**src/rtl/pulse_stretcher_multi.sv**
```systemverilog
// Multi-channel pulse stretcher: each channel turns a trigger into a registered pulse of
// stretch_len+1 cycles, with optional retrigger and a post-pulse hold-off window.
module pulse_stretcher_multi #(
  parameter int unsigned CHANNELS  = 4,
  parameter int unsigned CNT_W     = 4,
  parameter int unsigned RETRIGGER = 1,
  parameter int unsigned EDGE_TRIG = 1,
  parameter int unsigned HOLDOFF   = 0
) (
  input  logic                clk,
  input  logic                reset,
  input  logic                enable,
  input  logic [CHANNELS-1:0] sig_in,
  input  logic [CNT_W-1:0]    stretch_len,
  output logic [CHANNELS-1:0] ext_out,
  output logic [CHANNELS-1:0] busy,
  output logic [CHANNELS-1:0] dropped
);

  localparam int unsigned HW    = (HOLDOFF > 0) ? $clog2(HOLDOFF + 1) : 1;
  localparam int unsigned HLOAD = (HOLDOFF > 0) ? HOLDOFF - 1 : 0;

  typedef enum logic [1:0] {StIdle, StStretch, StHoldoff} state_e;

  logic [CHANNELS-1:0] prev_q;
  logic [CHANNELS-1:0] trig;

  // Edge history keeps tracking the input even while disabled.
  always_ff @(posedge clk or posedge reset) begin
    if (reset) begin
      prev_q <= '0;
    end else begin
      prev_q <= sig_in;
    end
  end

  assign trig = (EDGE_TRIG != 0) ? (sig_in & ~prev_q) : sig_in;

  for (genvar i = 0; i < CHANNELS; i++) begin : g_ch
    state_e           state_q, state_d;
    logic [CNT_W-1:0] cnt_q, cnt_d;
    logic [HW-1:0]    hcnt_q, hcnt_d;
    logic             ext_q, ext_d;
    logic             busy_q;
    logic             drop_q, drop_d;

    always_ff @(posedge clk or posedge reset) begin
      if (reset) begin
        state_q <= StIdle;
        cnt_q   <= '0;
        hcnt_q  <= '0;
        ext_q   <= 1'b0;
        busy_q  <= 1'b0;
        drop_q  <= 1'b0;
      end else begin
        state_q <= state_d;
        cnt_q   <= cnt_d;
        hcnt_q  <= hcnt_d;
        ext_q   <= ext_d;
        busy_q  <= (state_d != StIdle);
        drop_q  <= drop_d;
      end
    end

    always_comb begin
      state_d = state_q;
      cnt_d   = cnt_q;
      hcnt_d  = hcnt_q;
      ext_d   = ext_q;
      drop_d  = 1'b0;
      if (!enable) begin
        state_d = StIdle;
        cnt_d   = '0;
        hcnt_d  = '0;
        ext_d   = 1'b0;
      end else begin
        unique case (state_q)
          StIdle: begin
            if (trig[i]) begin
              state_d = StStretch;
              cnt_d   = stretch_len;
              ext_d   = 1'b1;
            end
          end
          StStretch: begin
            // A reload wins over the terminal-count exit in the same cycle.
            if (trig[i] && (RETRIGGER != 0)) begin
              cnt_d = stretch_len;
            end else begin
              drop_d = trig[i];
              if (cnt_q == '0) begin
                ext_d = 1'b0;
                if (HOLDOFF > 0) begin
                  state_d = StHoldoff;
                  hcnt_d  = HW'(HLOAD);
                end else begin
                  state_d = StIdle;
                end
              end else begin
                cnt_d = cnt_q - CNT_W'(1);
              end
            end
          end
          StHoldoff: begin
            drop_d = trig[i];
            if (hcnt_q == '0) begin
              state_d = StIdle;
            end else begin
              hcnt_d = hcnt_q - HW'(1);
            end
          end
          default: begin
            state_d = StIdle;
            ext_d   = 1'b0;
          end
        endcase
      end
    end

    assign ext_out[i] = ext_q;
    assign busy[i]    = busy_q;
    assign dropped[i] = drop_q;
  end

endmodule

```
**config.mk**
```make
export PLATFORM = sky130hd
export DESIGN_NAME = pulse_stretcher_multi
export DESIGN_NICKNAME = d
export VERILOG_FILES = /design/src/rtl/pulse_stretcher_multi.sv
export SDC_FILE = /design/constraint.sdc
export NUM_CORES = 1
export LEC_CHECK = 0
export ABC_AREA = 1
export CAP_MARGIN = 20
export CELL_PAD_IN_SITES_DETAIL_PLACEMENT = 0
export CELL_PAD_IN_SITES_GLOBAL_PLACEMENT = 1
export CORE_MARGIN = 8
export CORE_UTILIZATION = 46
export DETAILED_ROUTE_END_ITERATION = 10
export DONT_BUFFER_PORTS = 1
export PLACE_DENSITY_LB_ADDON = 0.1
export SLEW_MARGIN = 15
export SYNTH_ARGS = -nofsm -noshare
export SYNTH_HDL_FRONTEND = slang
export SYNTH_SLANG_ARGS = --single-unit
```
**constraint.sdc**
```tcl
create_clock -name clk -period 1.7 [get_ports clk]
set_clock_uncertainty 0.1 [all_clocks]
set_input_delay 0.34 -clock clk [delete_from_list [all_inputs] [get_ports clk]]
set_output_delay 0.34 -clock clk [all_outputs]
set_load 0.005 [all_outputs]
```
# [After elaboration in Yosys (flattened, before gate mapping)]
# Index checks and enable logic that the tools add are counted.
[totals] register_bits=44 inputBits=11 elab_cells=175
[op_classes] add_sub_neg=8 eq_ne=36 n_mux=84 n_bitwise=2 n_reduce_logical=20
[op_table] cell="$mux W4" n=16
[op_table] cell="$mux W2" n=20
[op_table] cell="$mux W1" n=36
[op_table] cell="$ne A3 B3 Y1 const B" n=12
[op_table] cell="$pmux W4 S2" n=4
[op_table] cell="$pmux W2 S3" n=4
[op_table] cell="$logic_not A4 Y1" n=4
[op_table] cell="$ne A4 B4 Y1 const B" n=4
[op_table] cell="$reduce_and A4 Y1" n=4
[op_table] cell="$sub A4 B1 Y4 const B" n=4
[op_table] cell="$ne A3 B1 Y1 const B" n=4
[op_table] cell="$pmux W1 S3" n=4
[op_table] cell="$reduce_and A3 Y1" n=4
[op_table] cell="$eq A2 B1 Y1 const B" n=4
[op_table] cell="$eq A2 B2 Y1 const B" n=4
[op_table] cell="$logic_not A2 Y1" n=4
[op_table] cell="$ne A2 B1 Y1 const B" n=4
[op_table] cell="$ne A2 B2 Y1 const B" n=4
[op_table] cell="$reduce_bool A2 Y1" n=4
[op_table] cell="$and A4 B4 Y4" n=1
[op_table] cell="$not A4 Y4" n=1
[op_table] cell="$sub A1 B1 Y1 const B" n=4

# [Longest topological paths before layout]
# Gate-level depths: netlist of run 1.
[logic_depth] word_depth=6 depth_mapped=9 ltp_nobuf=9

# [Least setup slack after synthesis of run 1]
# No wires, ideal clock.
[synth_timing] path_type="register -> register" from="reg g_ch[3].cnt_q[0]" to="reg g_ch[3].cnt_q[0]" setup_time_ns=0.128 arrival_time_ns=1.031 t_required_ns=1.472 setup_slack_ns=0.441 stages_incl_launch_ff=8 synth_period_minus_slack_ns=1.259 cell_sequence="dfrtp_1 > inv_1 > ha_1 > nand3_1 > nand3_1 > nand2_2 > nand2_1 > o21ai_0"
[synth_via] elab_chain_cells=5 word_cells_on_any_way=8 cone_classes="1 x add/sub; 1 x eq/ne; 4 x mux; 2 x reduce/logical"
[synth_lines] element="start, declared" line="41" text="logic [CNT_W-1:0] cnt_q, cnt_d;"
[synth_lines] element="start signal, assigned" line="57" text="cnt_q <= cnt_d;"
[synth_lines] element="$sub A4 B1 Y4" line="100" text="cnt_d = cnt_q - CNT_W'(1);"
[synth_lines] element="$mux W4" line="91" text="if (cnt_q == '0) begin"
[synth_lines] element="$mux W4" line="87" text="if (trig[i] && (RETRIGGER != 0)) begin"
[synth_lines] element="$pmux W4 S2" line="77" text="unique case (state_q)"
[synth_lines] element="$mux W4" line="71" text="if (!enable) begin"
# Parallel ways exist; a longest one is shown, timed or not. The select of a mux whose other input is x is not followed.
# A chain may end at the register's enable or synchronous reset.

# [Final worst setup path of run 1]
[layout_timing] from="reg g_ch[3].cnt_q[0]" to="reg g_ch[3].cnt_q[1]"
# Same word-level chain as after synthesis.

==> flow_summary.toml, run 1 <==
[outcome]
status = "complete, no violations"

[hold_path]
hold_class = "input port to flop"

[setup_path]
crit_type = "flop to flop"
cp.arrival_ns = 1.50
path_delay_family = "simple AND/OR/NAND/NOR gates"
end_kind = "flop"
crit_buf_inv = 1
path_common_cell = "nand3_1"
max_stage_delay_ns = 0.37
critPathLaunchType = "flop"
path_cells = "inv_1 > ha_1 > nand3_1 > nand3_1 > nand2_2 > nand2_1 > o21ai_0"
slowest_stage = "dfrtp_1"
cp_max_fo = 5
cp_data_required_time_ns = 1.78

[layout]
diodes = 0
area_growth_pct = 4.784
design_area_um2 = 2302
fin_util_pct = 49.40
drive_above_1_share_pct = 7.343
stdcell_count = 340
layout.nets = 305

[floorplanning]
start_util_pct = 47.14
die_area_um2 = 7244
die_h_um = 85.11
fp.dieW_um = 85.11
core-area_um2 = 4661
rows = 25
io_pins = 23

[placed_design]
post_dp_cell_area_um2 = 2175
portBuffers = 0
dp_hpwl_um = 3066
dp.cells = 328
post-place-ws_ns = 0.2857
finalWeightedCongestion = 0.8026

[timing]
setup_viol = 0
timing.slew.headroom_pct = 66.36
max_freq_mhz = 704.3
worst_pin_slew_ns = 0.5046
post-route-period-util_pct = 83.53
setup_ws_ns = 0.2800
worst_hold_slack_ns = 0.1004
slew_violations = 0
fin_setup_tns_ns = 0
hold_viol_final = 0
fin_crit_ns = 1.420
grt_setup_unrepaired = "false"

[power]
p_switching_mw = 0.4863
p_int_mw = 1.343
power.density_nw_per_um2 = 794.6
swShare_pct = 26.59
clkPwrFrac_pct = 33.2
power.share.sequential_pct = 55.6
power.total_mw = 1.829
leakage_nw = 1.257
p_comb_share_pct = 11.2
ir_worst_vdd_mv = 0.3138

[clock_network]
cts-root-buf = "clkbuf_8"
cts.sinks = 40
cts_max_path_buffers = 2
clk_pin_slew_worst_paths_ns = 0.07
cts_tree = "done"
clock_latency_ns = 0.30
post_cts_buffers = 0
cts_buffers = 5
cts-htree-levels = 2

[logic_synthesis]
postSynthAreaPerCell_um2 = 7.736
ys_seq_area_share_pct = 45.56
synth_area_um2 = 2197
yosysUniqueCellTypes = 24
synth-seq-cells = 40
synthCells = 284
yosysWarnings = 0

[detailed_routing]
drt_iter0_drc = 116
first_pass_iters = 4
routed_wl_um = 4294
post_drt_via_cell_ratio = 4.794
ant_nets = 0
wl_per_cell_um = 12.63
vias = 1630
drc = 0

[global_route]
grt_pass1_wl_um = 7376
grt_use_total_pct = 12.94
grt_pass1_vias = 1563
antenna_found_initial = 0
grt_start_max_net_pins = 41
overflow = 0

[flow_run]
cap_viol_max_count = 0
## flip-flops by register name, indices dropped and copies added, names as in the netlist
signal        count
g_ch.cnt_q       16
g_ch.state_q      8
g_ch.busy_q       4
g_ch.drop_q       4
g_ch.ext_q        4
prev_q            4
## worst reg2reg max path, stage by stage, from the launching register on
cell and delay (ns):
dfrtp_1 0.37, inv_1 0.13, ha_1 0.17, nand3_1 0.10
nand3_1 0.15, nand2_2 0.12, nand2_1 0.08, o21ai_0 0.07
## area by class of cell
cell class / instances / area [um^2]
Fill cell: 491 / 2359
Multi-Input combinational cell: 195 / 955.9
Clock inverter: 1 / 5.005
Sequential cell: 40 / 1001
Tap cell: 54 / 67.56
Clock buffer: 6 / 72.57
Timing Repair Buffer: 6 / 57.56
Inverter: 38 / 142.6
## final timing paths
check,depth (start not counted),end,slack [ns],start
worst max-delay path,7,g_ch[3].cnt_q[1]$_DFFE_PP0P_,0.28,g_ch[3].cnt_q[0]$_DFFE_PP0P_
worst min-delay path,2,g_ch[3].cnt_q[3]$_DFFE_PP0P_,0.10,enable
worst max register to register,7,g_ch[3].cnt_q[1]$_DFFE_PP0P_,0.28,g_ch[3].cnt_q[0]$_DFFE_PP0P_
worst min register to register,1,g_ch[2].drop_q$_DFF_PP0_,0.36,g_ch[2].state_q[0]$_DFF_PP0_
max in group asynchronous,3,g_ch[3].state_q[0]$_DFF_PP0_,0.64,reset
min in group asynchronous,3,g_ch[3].ext_q$_DFFE_PP0P_,0.51,reset
## logic make-up after synthesis
kind of cell             after synthesis  share of synthesized area [%]
AO/OA/AOI/OAI                         23                          5.752
XOR/XNOR                               4                          1.595
AND/OR/NAND/NOR                      156                          30.92
adder cells (fa/ha/maj)                8                          4.556
flip-flops                            40                          45.56
other                                  1                         0.1707
buffers and inverters                 52                          11.45
## synthesized netlist by cell type
master	number	area share (%)
nand3b_1	3	1.0
o21ai_0	17	3.9
o21ai_2	2	0.80
o21ai_1	2	0.46
buf_6	1	0.51
xnor2_1	3	1.2
nand2_2	2	0.57
a21oi_2	1	0.40
dfrtp_1	40	46
conb_1	1	0.17
nor2_1	17	2.9
nand3_1	27	6.2
a21oi_1	1	0.23
xor2_1	1	0.40
nor2_4	2	1.0
nor3_1	1	0.23
inv_2	3	0.51
nand2_1	93	16
buf_4	13	4.4
nor2_2	4	1.1
nand4_1	4	1.1
ha_1	8	4.6
nor4_1	3	0.85
inv_1	35	6.0
## layout by cell type (no fill, tap or decap), types with 3 or more instances in the layout
cell type,instances
nand2_1,93
dfrtp_1,40
inv_1,35
nand3_1,27
nor2_1,17
o21ai_0,17
ha_1,8
clkbuf_8,5
dlygate4sd3_1,5
nor2_2,4
nand4_1,4
conb_1,4
nand3b_1,3
inv_2,3
nor4_1,3
xnor2_1,3
## layer usage
metal	wire length, um	GRT usage [%]
met5	0	0
met4	68	4.854
met3	191	3.958
met2	1950	20.38
met1	2084	16.17
## power by group through the flow
stage | registers [mW] | clock network, mW | logic (mW)
after floorplan | 1.03 | 0 | 0.186
after global placement | 1.04 | 0 | 0.200
after detailed placement | 1.04 | 0 | 0.201
after CTS | 1.02 | 0.630 | 0.211
after global routing | 1.02 | 0.665 | 0.244
final | 1.02 | 0.608 | 0.206
## timing repair
item | 4_1_cts | 5_1_grt
hold endpoints to repair | 44 | 0
endpoints found under the setup margin | 0 | 0
resized for setup | 0 | 0
hold buffers | 5 | 0
Note: power is estimated with default switching activity, not from simulation.
==> run 2: changes to the inputs <==
- CORE_UTILIZATION: 46 -> 42
- clock period: 1.7 -> 1.3 ns (I/O delays scaled with it)
==> run 2 against run 1 <==
Sequential share of layout area shrank 7.4 points. Power grew 39%. Sequential power up 30%. Non-clock buffer count is 29 higher. Register-to-register slack got worse by 0.27 ns. Clock power is 34% higher. Combinational power rose by 90%. Count of clock-buffer cells in the layout fell by 1. Die area increased by 7.7%. Cell area increased by 21%. Wire length up 12%.
==> flow_summary.toml, run 2 (synthesized netlist as in run 1, its figures left out) <==
[power]
power.share.sequential_pct = 52.4
p_int_mw = 1.827
leakage_nw = 1.467
power.density_nw_per_um2 = 915.1
ir_worst_vdd_mv = 0.3594
p_comb_share_pct = 15.4
swShare_pct = 28.09
clkPwrFrac_pct = 32.2
p_switching_mw = 0.7138

[placed_design]
dp_hpwl_um = 3383
portBuffers = 0
finalWeightedCongestion = 0.7767
post_dp_cell_area_um2 = 2352
dp.cells = 365

[clock_network]
cts-root-buf = "clkbuf_8"
cts-htree-levels = 2
cts_max_path_buffers = 2
clk_pin_slew_worst_paths_ns = 0.08
clock_latency_ns = 0.30
cts.sinks = 40
cts_buffers = 5
cts_tree = "done"

[flow_run]
cap_viol_max_count = 0

[detailed_routing]
first_pass_iters = 6
post_drt_via_cell_ratio = 4.748
wl_per_cell_um = 12.45
routed_wl_um = 4794
vias = 1828
drc = 0
ant_nets = 0
drt_iter0_drc = 75

[hold_path]
hold_class = "input port to flop"

[setup_path]
crit_buf_inv = 2
r2r_setup_slack_ns = 0.006
reg2regPathDepth = 9
crit_type = "flop to flop"
crit_path_end = "g_ch[1].cnt_q[1]$_DFFE_PP0P_"
cp.arrival_ns = 1.38
crit-reg2reg-launch = "g_ch[1].cnt_q[0]$_DFFE_PP0P_"
cp_data_required_time_ns = 1.39
critPathLaunchType = "flop"
cp_max_fo = 4
path_delay_family = "flip-flops"
cp-startpoint = "g_ch[1].cnt_q[0]$_DFFE_PP0P_"
path_cells = "inv_2 > ha_4 > nand2_2 > nand2_2 > nand2_2 > nand2_2 > inv_2 > nand2_1 > nand2_1"
path_common_cell = "nand2_2"
end_kind = "flop"
path_depth = 9
worstReg2RegEnd = "g_ch[1].cnt_q[1]$_DFFE_PP0P_"
max_stage_delay_ns = 0.40
slowest_stage = "dfrtp_1"

[layout]
layout_commonest_cell = "nand2_1"
area_growth_pct = 26.37
regMostFlops = "g_ch.cnt_q"
layout.nets = 334
reg_top3 = "g_ch.cnt_q x16, g_ch.state_q x8"
final_cell_mix = "80 x nand2_1, 40 x dfrtp_1, 27 x buf_4"
drive_above_1_share_pct = 29.21
stdcell_count = 385
diodes = 0
design_area_um2 = 2776
largest_reg_flops = 16

[timing]
hold_viol_final = 0
setup_viol = 0
worst_hold_slack_ns = 0.02179
max_freq_mhz = 772.7
post-route-period-util_pct = 99.55
grt_setup_unrepaired = "true"
slew_violations = 0
fin_crit_ns = 1.294

[global_route]
grt_use_total_pct = 13.38
grt_start_max_net_pins = 26
overflow = 0
antenna_found_initial = 0
grt_pass1_vias = 1701
grt_pass1_wl_um = 8004

[floorplanning]
rows = 26
start_util_pct = 43.29
core-area_um2 = 5075
die_area_um2 = 7801
fp.dieW_um = 88.33
io_pins = 23
die_h_um = 88.33

[outcome]
status = "complete, no violations"
[run 2: cell count changes in the layout (fill, tap and decap cells not counted), moves of 7 or more]
cell,change
buf_4,+26
nand2_1,-13
o21ai_0,-9
o21ai_1,+7
inv_2,+10
inv_1,-11
nand2_2,+8
[run 2: through the flow]
step                      setup WS (ns)  util [%]  TNS [ns]  power [mW]
final                          0.005861     54.71         0       2.541
after global routing            -0.1237     54.71   -0.6367       2.686
after CTS                      0.005344     49.48         0       2.499
after detailed placement       -0.05369     46.35   -0.2061       1.652
after global placement         -0.04903     46.35   -0.1290       1.650
after floorplan                 0.02235         -         0       1.585
[run 2: how the worst min path moves through the flow]
stage | startpoint | end | slack, ns | cells after the start
after detailed placement | reset | g_ch[3].drop_q$_DFF_PP0_ | 0.09 | 2
after global placement | reset | g_ch[3].busy_q$_DFF_PP0_ | 0.09 | 2
after floorplan | sig_in[0] | prev_q[0]$_DFF_PP0_ | 0.19 | 0
final | sig_in[1] | g_ch[1].drop_q$_DFF_PP0_ | 0.02 | 2
after global routing | enable | g_ch[3].state_q[0]$_DFF_PP0_ | 0.02 | 2
after CTS | enable | g_ch[1].drop_q$_DFF_PP0_ | 0.02 | 2
[run 2: power by group through the flow]
stage / clock (mW) / combinational (mW) / sequential (mW)
after detailed placement: 0 / 0.298 / 1.35
after floorplan: 0 / 0.243 / 1.34
after global routing: 0.903 / 0.444 / 1.34
after CTS: 0.847 / 0.322 / 1.33
after global placement: 0 / 0.297 / 1.35
final: 0.817 / 0.392 / 1.33
[run 2: area by class of cell]
cell class	instances	area, um^2
fillers	502	2298
repair buffers	35	285.3
inverters	38	145.1
multi-input cells	195	1176
well taps	70	87.58
clock buffers	5	68.82
clock inverters	2	12.51
flip-flops and latches	40	1001
[run 2: routing by layer]
metal / track usage (%) / vias up / routed length, um
met5: 0 / - / 0
met4: 5.069 / 0 / 68
met3: 3.900 / 8 / 230
met2: 21.66 / 34 / 2298
met1: 16.36 / 846 / 2198
li1: - / 940 / -
[run 2: worst reg2reg max path: stages (launching register included)]
cell     delay (ns)
dfrtp_1        0.40
inv_2          0.10
ha_4           0.13
nand2_2        0.05
nand2_2        0.08
nand2_2        0.08
nand2_2        0.10
inv_2          0.05
nand2_1        0.05
nand2_1        0.04
[run 2: repair_timing]
item / CTS / global route
gates cloned: 0 / 0
setup endpoints to repair: 12 / 22
pin swaps: 1 / 18
resized for setup: 12 / 57
hold endpoints to repair: 46 / 0
hold buffers: 6 / 0
buffers inserted: 0 / 7
==> run 3: changes to the inputs <==
- ABC_AREA: 1 -> unset
- CORE_UTILIZATION: 42 -> 44
- CTS_CLUSTER_DIAMETER: unset -> 200
==> run 3 against run 2 <==
Fmax shrank 26%. The run now ends with negative setup slack left. Wire length grew 11%. Largest cell class unchanged. Utilization grew 6.7 points. Flip-flop and latch count is the same. Count of clock-buffer cells in the layout grew 3. Sequential share of layout area shrank 1.7 points. Hold slack gained 0.023 ns. Cell area grew 5.2%. Critical path type unchanged. Highest routed layer unchanged.
==> flow_summary.toml, run 3 <==
[logic_synthesis]
synth.most_common_cell = "dfrtp_1"
yosysWarnings = 0
synthFlopType = "dfrtp_1"
synth_edf_count = 0
ys_top_cells_by_area = "dfrtp_1 46%, a21oi_1 4.6%, ha_1 4.6%, buf_4 4.1%, inv_1 2.4%"
ys_seq_area_share_pct = 46.00
synth_common_cells = "40 x dfrtp_1, 20 x a21oi_1, 14 x inv_1"
synthCells = 225
postSynthAreaPerCell_um2 = 9.670
synth-seq-cells = 40
async_flop_share_pct = 100.0
synth_top_cell_by_area = "dfrtp_1"
yosysUniqueCellTypes = 50
yosys.area.top_type_share_pct = 46.00
synth_area_um2 = 2176

[outcome]
status = "finished with violations"
failed_checks = "negative setup slack"

[layout]
diodes = 0
multi_input_area_um2 = 1204
num-fill-cells = 406
regMostFlops = "g_ch.cnt_q"
area_growth_pct = 34.22
largest_reg_flops = 16
final_cell_mix = "50 x buf_4, 39 x dfrtp_1, 14 x a21oi_1"
ff_latch_area_um2 = 1002
reg_top3 = "g_ch.cnt_q x16, g_ch.state_q x8"
design_area_um2 = 2920
layout.nets = 293
drive_above_1_share_pct = 39.64
layout_commonest_cell = "buf_4"

[timing]
hold_viol_final = 0
grt_setup_unrepaired = "true"
fin_crit_ns = 1.748
setup_ws_ns = -0.4477
setup_viol = 28
slew_violations = 0
fin_setup_tns_ns = -5.697
max_freq_mhz = 572.2
post-route-period-util_pct = 134.4

[placed_design]
finalWeightedCongestion = 0.8827
portBuffers = 0
dp_hpwl_um = 3504
post_dp_cell_area_um2 = 2531

[floorplanning]
fp.dieW_um = 86.32
io_pins = 23
die_area_um2 = 7451
start_util_pct = 45.76
die_h_um = 86.32
rows = 25
core-area_um2 = 4755

[setup_path]
cp_data_required_time_ns = 1.41
end_kind = "flop"
path_cells = "inv_2 > buf_4 > ha_4 > and3_4 > or4_1 > a21oi_1"
crit_type = "flop to flop"
slowest_stage = "or4_1"
cp_max_fo = 2
cp.arrival_ns = 1.86
crit_buf_inv = 2
critPathLaunchType = "flop"
r2r_setup_slack_ns = -0.45
path_delay_family = "simple AND/OR/NAND/NOR gates"
max_stage_delay_ns = 0.49

[global_route]
grt_use_total_pct = 14.47
overflow = 0
grt_pass1_vias = 1806
grt_pass1_wl_um = 8645
grt_start_max_net_pins = 41
antenna_found_initial = 0

[detailed_routing]
wl_per_cell_um = 15.56
post_drt_via_cell_ratio = 5.240
first_pass_iters = 5
ant_nets = 0
drc = 0
routed_wl_um = 5322
vias = 1792
drt_iter0_drc = 75

[clock_network]
cts.sinks = 40
cts_tree = "done"
clk_pin_slew_worst_paths_ns = 0.08
cts_max_path_buffers = 2
clock_latency_ns = 0.29
cts-htree-levels = 2
cts_buffers = 5
cts-root-buf = "clkbuf_8"

[flow_run]
cap_viol_max_count = 0

[power]
ir_worst_vdd_mv = 0.6700
power.total_mw = 2.695
leakage_nw = 1.273
power.density_nw_per_um2 = 922.9

[hold_path]
hold_class = "input port to flop"
-- run 3: cell types whose count changed in the layout (fill, tap and decap cells not counted), moves of 5 or more --
cell      delta
nand2_2      -6
nor2b_1      +5
inv_1       -19
nand2_4      -5
nand3_1     -16
nand2_1     -72
a21oi_1     +13
o211ai_1     +6
buf_4       +23
o21ai_1      -7
nor2_1       -5
nor3_1       +6
a21oi_2      +5
inv_2        -5
-- run 3: cell families (layout without fill, tap and decap cells) --
family          after synthesis  in the layout  synth area share (%)
other cells                   1              4                0.1723
xor+xnor                      1              1                0.4026
compound gates               65             65                 19.90
simple gates                 74             74                 19.67
mux                           1              1                0.4601
flops                        40             40                 46.00
fa+ha+maj                     8              8                 4.601
buf+inv                      35             82                 8.798
-- run 3: metal layers --
metal / track usage (%) / wire [um] / up-vias
met4: 4.382 / 38 / 0
li1: - / - / 869
met3: 3.781 / 243 / 4
met1: 17.50 / 2427 / 879
met5: 0 / 0 / -
met2: 24.44 / 2613 / 40
-- run 3: worst reg2reg max path, delay by kind of cell, from the launching register on --
| kind | cells | cell delay, ns |
|---|---|---|
| adders and majority gates | 1 | 0.19 |
| and+or+nand+nor | 2 | 0.62 |
| buffers and inverters | 2 | 0.21 |
| DFF | 1 | 0.40 |
| AOI/OAI and AO/OA | 1 | 0.15 |
-- run 3: power breakdown --
part | switching [mW] | internal, mW
registers | 0.0436 | 1.29
clock network | 0.440 | 0.434
logic | 0.231 | 0.252
total | 0.715 | 1.98
-- run 3: area by class of cell --
class,instances,share of cell area (%)
multi-input cells,153,41.22
repair buffers,60,16.71
clock buffers,8,3.085
well taps,67,2.871
inverters,14,1.799
flip-flops and latches,40,34.32
-- run 3: worst paths after layout --
path	startpoint	endpoint	depth (start not counted)
setup / recovery	g_ch[3].cnt_q[0]$_DFFE_PP0P_	g_ch[3].cnt_q[1]$_DFFE_PP0P_	6
hold / removal	enable	g_ch[3].cnt_q[3]$_DFFE_PP0P_	2
setup reg to reg	g_ch[3].cnt_q[0]$_DFFE_PP0P_	g_ch[3].cnt_q[1]$_DFFE_PP0P_	6
hold reg to reg	g_ch[0].state_q[0]$_DFF_PP0_	g_ch[0].drop_q$_DFF_PP0_	1
max in group asynchronous	reset	g_ch[1].cnt_q[1]$_DFFE_PP0P_	3
min in group asynchronous	reset	g_ch[0].state_q[1]$_DFF_PP0_	3
-- run 3: timing repair --
action	in CTS	in global routing
setup endpoints to repair	28	29
hold buffers	7	0
gates resized for setup	20	19
pin swaps	17	13
setup buffers	5	6
hold endpoints to repair	52	0
-- run 3: through the flow --
stage / worst slack (ns) / utilization, % / cells / hold slack [ns]
6_report: -0.4477 / 61.42 / 342 / 0.04475
5_1_grt: -0.5157 / 61.42 / 342 / 0.03880
4_1_cts: -0.4269 / 58.74 / 336 / 0.03579
3_5_place_dp: -0.4182 / 53.24 / 316 / 0.1011
3_3_place_gp: -0.3506 / 53.24 / 316 / 0.09903
2_1_floorplan: -0.3113 / - / 228 / 0.1914
